==> src/rtl/icache_dm_refill.sv <==
// Direct-mapped instruction cache with an integrated miss/refill FSM.
// Sits between the fetch stage and instruction memory. A hit in IDLE returns the
// word with no added latency. A miss starts one whole-line refill over a req/ack
// handshake. A flush clears every valid bit. Saturating counters track hits and misses.
//
// Ports:
//   clock, reset_n       rising-edge clock, asynchronous active-low reset
//   cpu_req, cpu_addr    fetch request and byte address (bits [1:0] ignored)
//   hit, cpu_instr       fetched word valid this cycle / the word itself
//   busy                 refill or flush in progress
//   mem_req, mem_addr    line refill request and line-aligned address
//   mem_ack, mem_line    refill data valid (completes the refill) / line data, word 0 in LSBs
//   flush                invalidate all lines
//   hit_count            saturating hit counter
//   miss_count           saturating miss counter
module icache_dm_refill #(
  parameter int unsigned ADDR_W         = 32,
  parameter int unsigned WORD_W         = 32,
  parameter int unsigned WORDS_PER_LINE = 4,
  parameter int unsigned NUM_LINES      = 16,
  parameter int unsigned CNT_W          = 16
) (
  input  logic                             clock,
  input  logic                             reset_n,
  input  logic                             cpu_req,
  input  logic [ADDR_W-1:0]                cpu_addr,
  output logic                             hit,
  output logic [WORD_W-1:0]                cpu_instr,
  output logic                             busy,
  output logic                             mem_req,
  output logic [ADDR_W-1:0]                mem_addr,
  input  logic                             mem_ack,
  input  logic [WORDS_PER_LINE*WORD_W-1:0] mem_line,
  input  logic                             flush,
  output logic [CNT_W-1:0]                 hit_count,
  output logic [CNT_W-1:0]                 miss_count
);

  localparam int unsigned OFF   = $clog2(WORDS_PER_LINE) + 2;
  localparam int unsigned IDX   = $clog2(NUM_LINES);
  localparam int unsigned TAG_W = ADDR_W - OFF - IDX;

  typedef enum logic [1:0] {StIdle, StRefill, StFlush} state_e;

  state_e                                  state_q, state_d;
  logic [NUM_LINES-1:0]                    valid_q, valid_d;
  logic [ADDR_W-1:0]                       mem_addr_q, mem_addr_d;
  logic                                    flush_pend_q, flush_pend_d;
  logic [CNT_W-1:0]                        hit_count_q, hit_count_d;
  logic [CNT_W-1:0]                        miss_count_q, miss_count_d;

  // Storage arrays carry no reset; valid_q alone qualifies their contents.
  logic [WORDS_PER_LINE-1:0][WORD_W-1:0]   data_mem [NUM_LINES];
  logic [TAG_W-1:0]                        tag_mem  [NUM_LINES];

  logic [OFF-1:0]                          byte_off;
  logic [OFF-3:0]                          word_sel;
  logic [IDX-1:0]                          cpu_idx;
  logic [TAG_W-1:0]                        cpu_tag;
  logic [IDX-1:0]                          fill_idx;
  logic [TAG_W-1:0]                        fill_tag;
  logic                                    lookup_hit;
  logic                                    fill_we;

  assign byte_off = cpu_addr[OFF-1:0];
  assign word_sel = (OFF-2)'(byte_off >> 2);
  assign cpu_idx  = cpu_addr[OFF+IDX-1:OFF];
  assign cpu_tag  = cpu_addr[ADDR_W-1:OFF+IDX];

  // The refill writes the line captured at miss time, not the live cpu_addr.
  assign fill_idx = mem_addr_q[OFF+IDX-1:OFF];
  assign fill_tag = mem_addr_q[ADDR_W-1:OFF+IDX];

  assign lookup_hit = (state_q == StIdle) && cpu_req && valid_q[cpu_idx] &&
                      (tag_mem[cpu_idx] == cpu_tag);

  assign hit       = lookup_hit;
  // Gated so that the unreset data array never reaches the output.
  assign cpu_instr = lookup_hit ? data_mem[cpu_idx][word_sel] : '0;
  assign busy      = (state_q != StIdle);
  assign mem_req   = (state_q == StRefill);
  assign mem_addr  = mem_addr_q;
  assign fill_we   = (state_q == StRefill) && mem_ack;

  always_comb begin
    state_d      = state_q;
    valid_d      = valid_q;
    mem_addr_d   = mem_addr_q;
    flush_pend_d = flush_pend_q;
    hit_count_d  = hit_count_q;
    miss_count_d = miss_count_q;

    if (lookup_hit && !(&hit_count_q)) begin
      hit_count_d = hit_count_q + CNT_W'(1);
    end

    unique case (state_q)
      StIdle: begin
        if (flush) begin
          state_d = StFlush;
        end else if (cpu_req && !lookup_hit) begin
          state_d    = StRefill;
          mem_addr_d = {cpu_addr[ADDR_W-1:OFF], {OFF{1'b0}}};
          if (!(&miss_count_q)) begin
            miss_count_d = miss_count_q + CNT_W'(1);
          end
        end
      end
      StRefill: begin
        if (flush) begin
          flush_pend_d = 1'b1;
        end
        if (mem_ack) begin
          // A flush seen at any point during the refill leaves the new line invalid.
          valid_d[fill_idx] = !(flush_pend_q || flush);
          state_d           = (flush_pend_q || flush) ? StFlush : StIdle;
          flush_pend_d      = 1'b0;
        end
      end
      StFlush: begin
        valid_d      = '0;
        flush_pend_d = 1'b0;
        state_d      = StIdle;
      end
      default: state_d = StIdle;
    endcase
  end

  always_ff @(posedge clock or negedge reset_n) begin
    if (!reset_n) begin
      state_q      <= StIdle;
      valid_q      <= '0;
      mem_addr_q   <= '0;
      flush_pend_q <= 1'b0;
      hit_count_q  <= '0;
      miss_count_q <= '0;
    end else begin
      state_q      <= state_d;
      valid_q      <= valid_d;
      mem_addr_q   <= mem_addr_d;
      flush_pend_q <= flush_pend_d;
      hit_count_q  <= hit_count_d;
      miss_count_q <= miss_count_d;
    end
  end

  always_ff @(posedge clock) begin
    if (fill_we) begin
      data_mem[fill_idx] <= mem_line;
      tag_mem[fill_idx]  <= fill_tag;
    end
  end

  assign hit_count  = hit_count_q;
  assign miss_count = miss_count_q;

endmodule

==> config.mk <==
export PLATFORM = sky130hd
export DESIGN_NAME = icache_dm_refill
export DESIGN_NICKNAME = d
export VERILOG_FILES = /design/src/rtl/icache_dm_refill.sv
export SDC_FILE = /design/constraint.sdc
export NUM_CORES = 2
export LEC_CHECK = 0
export CORE_MARGIN = 2
export CORE_UTILIZATION = 35
export CTS_BUF_LIST = sky130_fd_sc_hd__clkbuf_8
export DETAILED_ROUTE_END_ITERATION = 8
export PLACE_DENSITY = 0.52
export SYNTH_ARGS = -nofsm -noshare
export SYNTH_HDL_FRONTEND = slang
export SYNTH_SLANG_ARGS = --single-unit
export TNS_END_PERCENT = 10
==> constraint.sdc <==
create_clock -name clock -period 17.45 [get_ports clock]
set_input_delay 4.3625 -clock clock [delete_from_list [all_inputs] [get_ports clock]]
set_output_delay 4.3625 -clock clock [all_outputs]
set_load 0.02 [all_outputs]
==> flow_results.org <==
** Status
- Status :: complete, no violations

** Critical path
- Max Fanout on Critical Path :: between 90 and 100
- For flop-to-flop paths, the worst setup slack is 12.35 ns.
- STA puts the critical path data arrival time at a little over 10 ns.
- STA classifies the critical path endpoint as a primary output.
- STA classifies the critical path startpoint as an input pin.
- At the worst endpoint, the required time is roughly 13 ns.
- Counting cells, the worst reg-to-reg path comes to 9.
- Setup CP Type :: in -> out

** GRT
- Total Routing Usage GR :: 0.177
- The number of global-route vias before repair is around 47k.
- First-pass GRT wire length :: about 350000 um
- Entering global routing, the biggest net connects 150 pins.
- The initial antenna violation count came to 79.
- Overflow left after global routing :: 0

** Cells and area
- From synthesis to final layout, the design area changed by 15.2%.
- Most frequent cells in the layout :: sky130_fd_sc_hd__edfxtp_1, sky130_fd_sc_hd__mux4_2, sky130_fd_sc_hd__clkbuf_8, sky130_fd_sc_hd__clkdlybuf4s50_1, sky130_fd_sc_hd__inv_1
- The sequential cells in the finished layout cover a total of roughly 75000 um2.
- Summing all multi-input logic gate instances after layout gives 20600 um2.
- Summing all non-filler instances in the final layout gives an area of 111000 um2.
- Ratio of cells with drive above 1 in the final layout :: 0.284
- Final std cells w/o fill :: about 8.5k
- The filler cells instantiated in the layout total between 20k and 25k.
- Once layout is complete, the utilization of the core stands at 0.406.
- Commonest non-fill, non-tap cell in the layout :: sky130_fd_sc_hd__edfxtp_1
- Post-layout nets :: between 4k and 5k

** Place
- During placement, the flow inserted port buffers numbering between 200 and 300.
- Routability-driven placement congestion ratio :: 0.749
- Area post-placement :: a little over 100000 um2
- Counting tap cells, the placed design contains a total of 7738 instances.
- Placement-stage worst setup slack :: 2.91 ns
- HPWL Detailed :: around 130000 um

** Drt
- In the final routed layout, each cell accounts on average for roughly 30 um.
- After the first detailed-routing iteration, the DRC count stood at roughly 4.4k.
- Via-to-Cell Ratio :: ~5.3
- In the routed design, unresolved DRC markers number 0.
- The first detailed-routing pass took 6 iterations.
- Once detail routing completed, the nets flagged for antenna violations numbered 0.
- The routed layout has about 45k vias.
- For this block, the routed nets add up to around 250000 um of wire.

** Synthesis
- Flop and latch count out of synthesis :: about 2.5k
- For this run, asynchronously set or reset flops after synthesis account for 0.0315.
- Netlist area before placement :: around 96000 um2
- YS warnings :: 0
- Dominant synthesized flop cell :: sky130_fd_sc_hd__edfxtp_1
- Number of flops mapped to enable cells by yosys :: 2432
- Synthesized instance count :: ~4k
- Post-Synthesis Mean Instance Area :: around 24 um2
- The share of the Yosys chip area taken by registers is 0.778.
- Distinct cell type count of the synthesized netlist :: 69

** Floorplanning
- The initial utilization of the core area, before any placement, comes to 0.352.
- The die covers 280000 um2.
- From left edge to right edge, the die measures ~530 um.
- The die is between 500 and 600 um tall.
- Num rows :: between 150 and 200
- During I/O placement, the number of pins put on the boundary was about 260.
- The total area inside the core boundary comes to roughly 270000 um2.

** STA
- The max-slew violation count came to 0.
- Post-route setup TNS :: 0 ns
- Final critical-path share of the clock period :: 0.835
- Hold Worst Slack :: around 0.49 ns
- Setup violations remaining at the end of the flow were counted as 0.
- Hold Violations, Final :: 0
- Clock skew on the completed layout was measured at around 0.076 ns.
- Derived from the worst setup path, the maximum achievable clock frequency is ~69 MHz.
- Slew headroom :: 0.189
- For the pin with the worst max-slew slack, the measured transition is 1.21 ns.
- Setup repair after global routing left no endpoint under its margin.
- PnR worst setup slack :: about 2.9 ns
- Final critical-path required period :: about 15 ns

** Clocking
- Clock transition at the register clock pins on the worst setup and hold paths after CTS :: approximately 0.06 ns
- Source-to-sink clock delay at the later pin of the worst-skew pair :: between 1 and 1.5 ns
- Hold Buf Count CTS :: 0
- CTS root buf :: sky130_fd_sc_hd__clkbuf_8
- Number of instances resized during post-cts repair :: 0
- Clock tree from TritonCTS :: done
- No sink is reached through more buffers than the 4 on the longest clock path.
- Number of buffers created by CTS :: ~420
- H-tree lvl count :: 5
- Clock Sink Count :: ~2.5k
- Total setup buffers inserted after CTS :: 0

** Pwr
- Static leakage power :: between 30 and 40 nW
- Power Total :: between 10 and 15 mW
- Across the VDD grid, the largest voltage drop is 0.0000605 V.
- For this design the ratio of total power to cell area is between 100 and 150 nW/um2.

** Min path
- WHS Path Cells :: 1
- The path class of the tightest hold or removal check is reg -> reg.

** Run
- Across the run, the number of max-cap violations was 0.
==> final timing paths <==
path / from / endpoint
worst max-delay path: cpu_addr[5] / cpu_instr[5]
worst min-delay path: hit_count[6] / hit_count[6]
worst max register to register: tag_mem[7][5] / mem_addr[17]
worst min register to register: hit_count[6] / hit_count[6]
max in group asynchronous: reset_n / mem_addr[17]
min in group asynchronous: reset_n / mem_addr[23]
==> power by group <==
part | leakage, nW | total [mW] | internal (mW) | switching (mW)
clock | 4.41 | 4.76 | 2.42 | 2.34
sequential | 22.9 | 7.10 | 6.91 | 0.192
combinational | 7.72 | 0.961 | 0.398 | 0.564
total | 35.0 | 12.8 | 9.72 | 3.09
==> critical path, cell delays in order <==
cell and delay (ns):
sky130_fd_sc_hd__buf_8 0.61, sky130_fd_sc_hd__buf_4 0.72, sky130_fd_sc_hd__mux4_2 0.59, sky130_fd_sc_hd__mux2i_1 0.36
sky130_fd_sc_hd__nor2_1 0.10, sky130_fd_sc_hd__a21oi_1 0.14, sky130_fd_sc_hd__a41oi_1 0.13, sky130_fd_sc_hd__a221oi_1 0.49
sky130_fd_sc_hd__nand3_4 0.51, sky130_fd_sc_hd__a211oi_1 1.14, sky130_fd_sc_hd__clkdlybuf4s50_1 0.79
==> state kept, by name (all words and copies together), names as in the netlist <==
signal and count:
data_mem 2048, flush_pend_q 1, hit_count 16, mem_addr 28, miss_count 16, state_q 2
tag_mem 384, valid_q 16
==> cells by family (layout without fill, tap and decap cells) <==
| logic type | count (synthesis) | count (layout) | synth area share |
|---|---|---|---|
| simple gates | 216 | 216 | 0.0118 |
| flops | 2511 | 2511 | 0.778 |
| xor+xnor | 45 | 45 | 0.00409 |
| buf+inv | 226 | 1110 | 0.0105 |
| compound gates | 152 | 152 | 0.0112 |
| mux | 853 | 853 | 0.184 |
| fa+ha+maj | 5 | 5 | 0.000649 |
| other cells | 1 | 25 | 0.0000389 |
==> cell type report <==
type                            instances  area share
Sequential cell                      2511       0.675
Multi-Input combinational cell       1275       0.185
Clock buffer                          427      0.0529
Tap cell                             3589      0.0404
Timing Repair Buffer                  347      0.0308
Clock inverter                        320      0.0148
Inverter                               16    0.000608
Antenna cell                           21    0.000473
==> Yosys cell counts, types with 15 or more instances <==
library cell / instances / area share
sky130_fd_sc_hd__mux2i_1: 73 / 0.0076
sky130_fd_sc_hd__mux4_2: 733 / 0.17
sky130_fd_sc_hd__a211oi_1: 43 / 0.0033
sky130_fd_sc_hd__nor2_1: 40 / 0.0016
sky130_fd_sc_hd__xnor2_1: 24 / 0.0022
sky130_fd_sc_hd__dfrtp_1: 79 / 0.020
sky130_fd_sc_hd__inv_1: 15 / 0.00058
sky130_fd_sc_hd__nor2b_1: 36 / 0.0023
sky130_fd_sc_hd__edfxtp_1: 2432 / 0.76
sky130_fd_sc_hd__nand2_1: 43 / 0.0017
sky130_fd_sc_hd__buf_4: 17 / 0.0013
sky130_fd_sc_hd__xor2_1: 21 / 0.0019
sky130_fd_sc_hd__a21oi_1: 25 / 0.0013
sky130_fd_sc_hd__mux2_2: 37 / 0.0043
sky130_fd_sc_hd__buf_2: 47 / 0.0024
sky130_fd_sc_hd__nand3_1: 22 / 0.0011
sky130_fd_sc_hd__clkbuf_1: 78 / 0.0030
sky130_fd_sc_hd__buf_1: 63 / 0.0025
==> metal layers <==
| layer | vias up | track usage | wire (um) | part of all wire |
|---|---|---|---|---|
| met2 | 1396 | 0.281 | 120000 | 0.48 |
| met4 | 58 | 0.0497 | 5240 | 0.021 |
| met3 | 429 | 0.0395 | 16200 | 0.065 |
| li1 | 18490 | - | - | - |
| met5 | - | 0 | 363 | 0.0015 |
| met1 | 24714 | 0.246 | 108000 | 0.43 |
No activity file was read; power rests on OpenSTA's default activity.
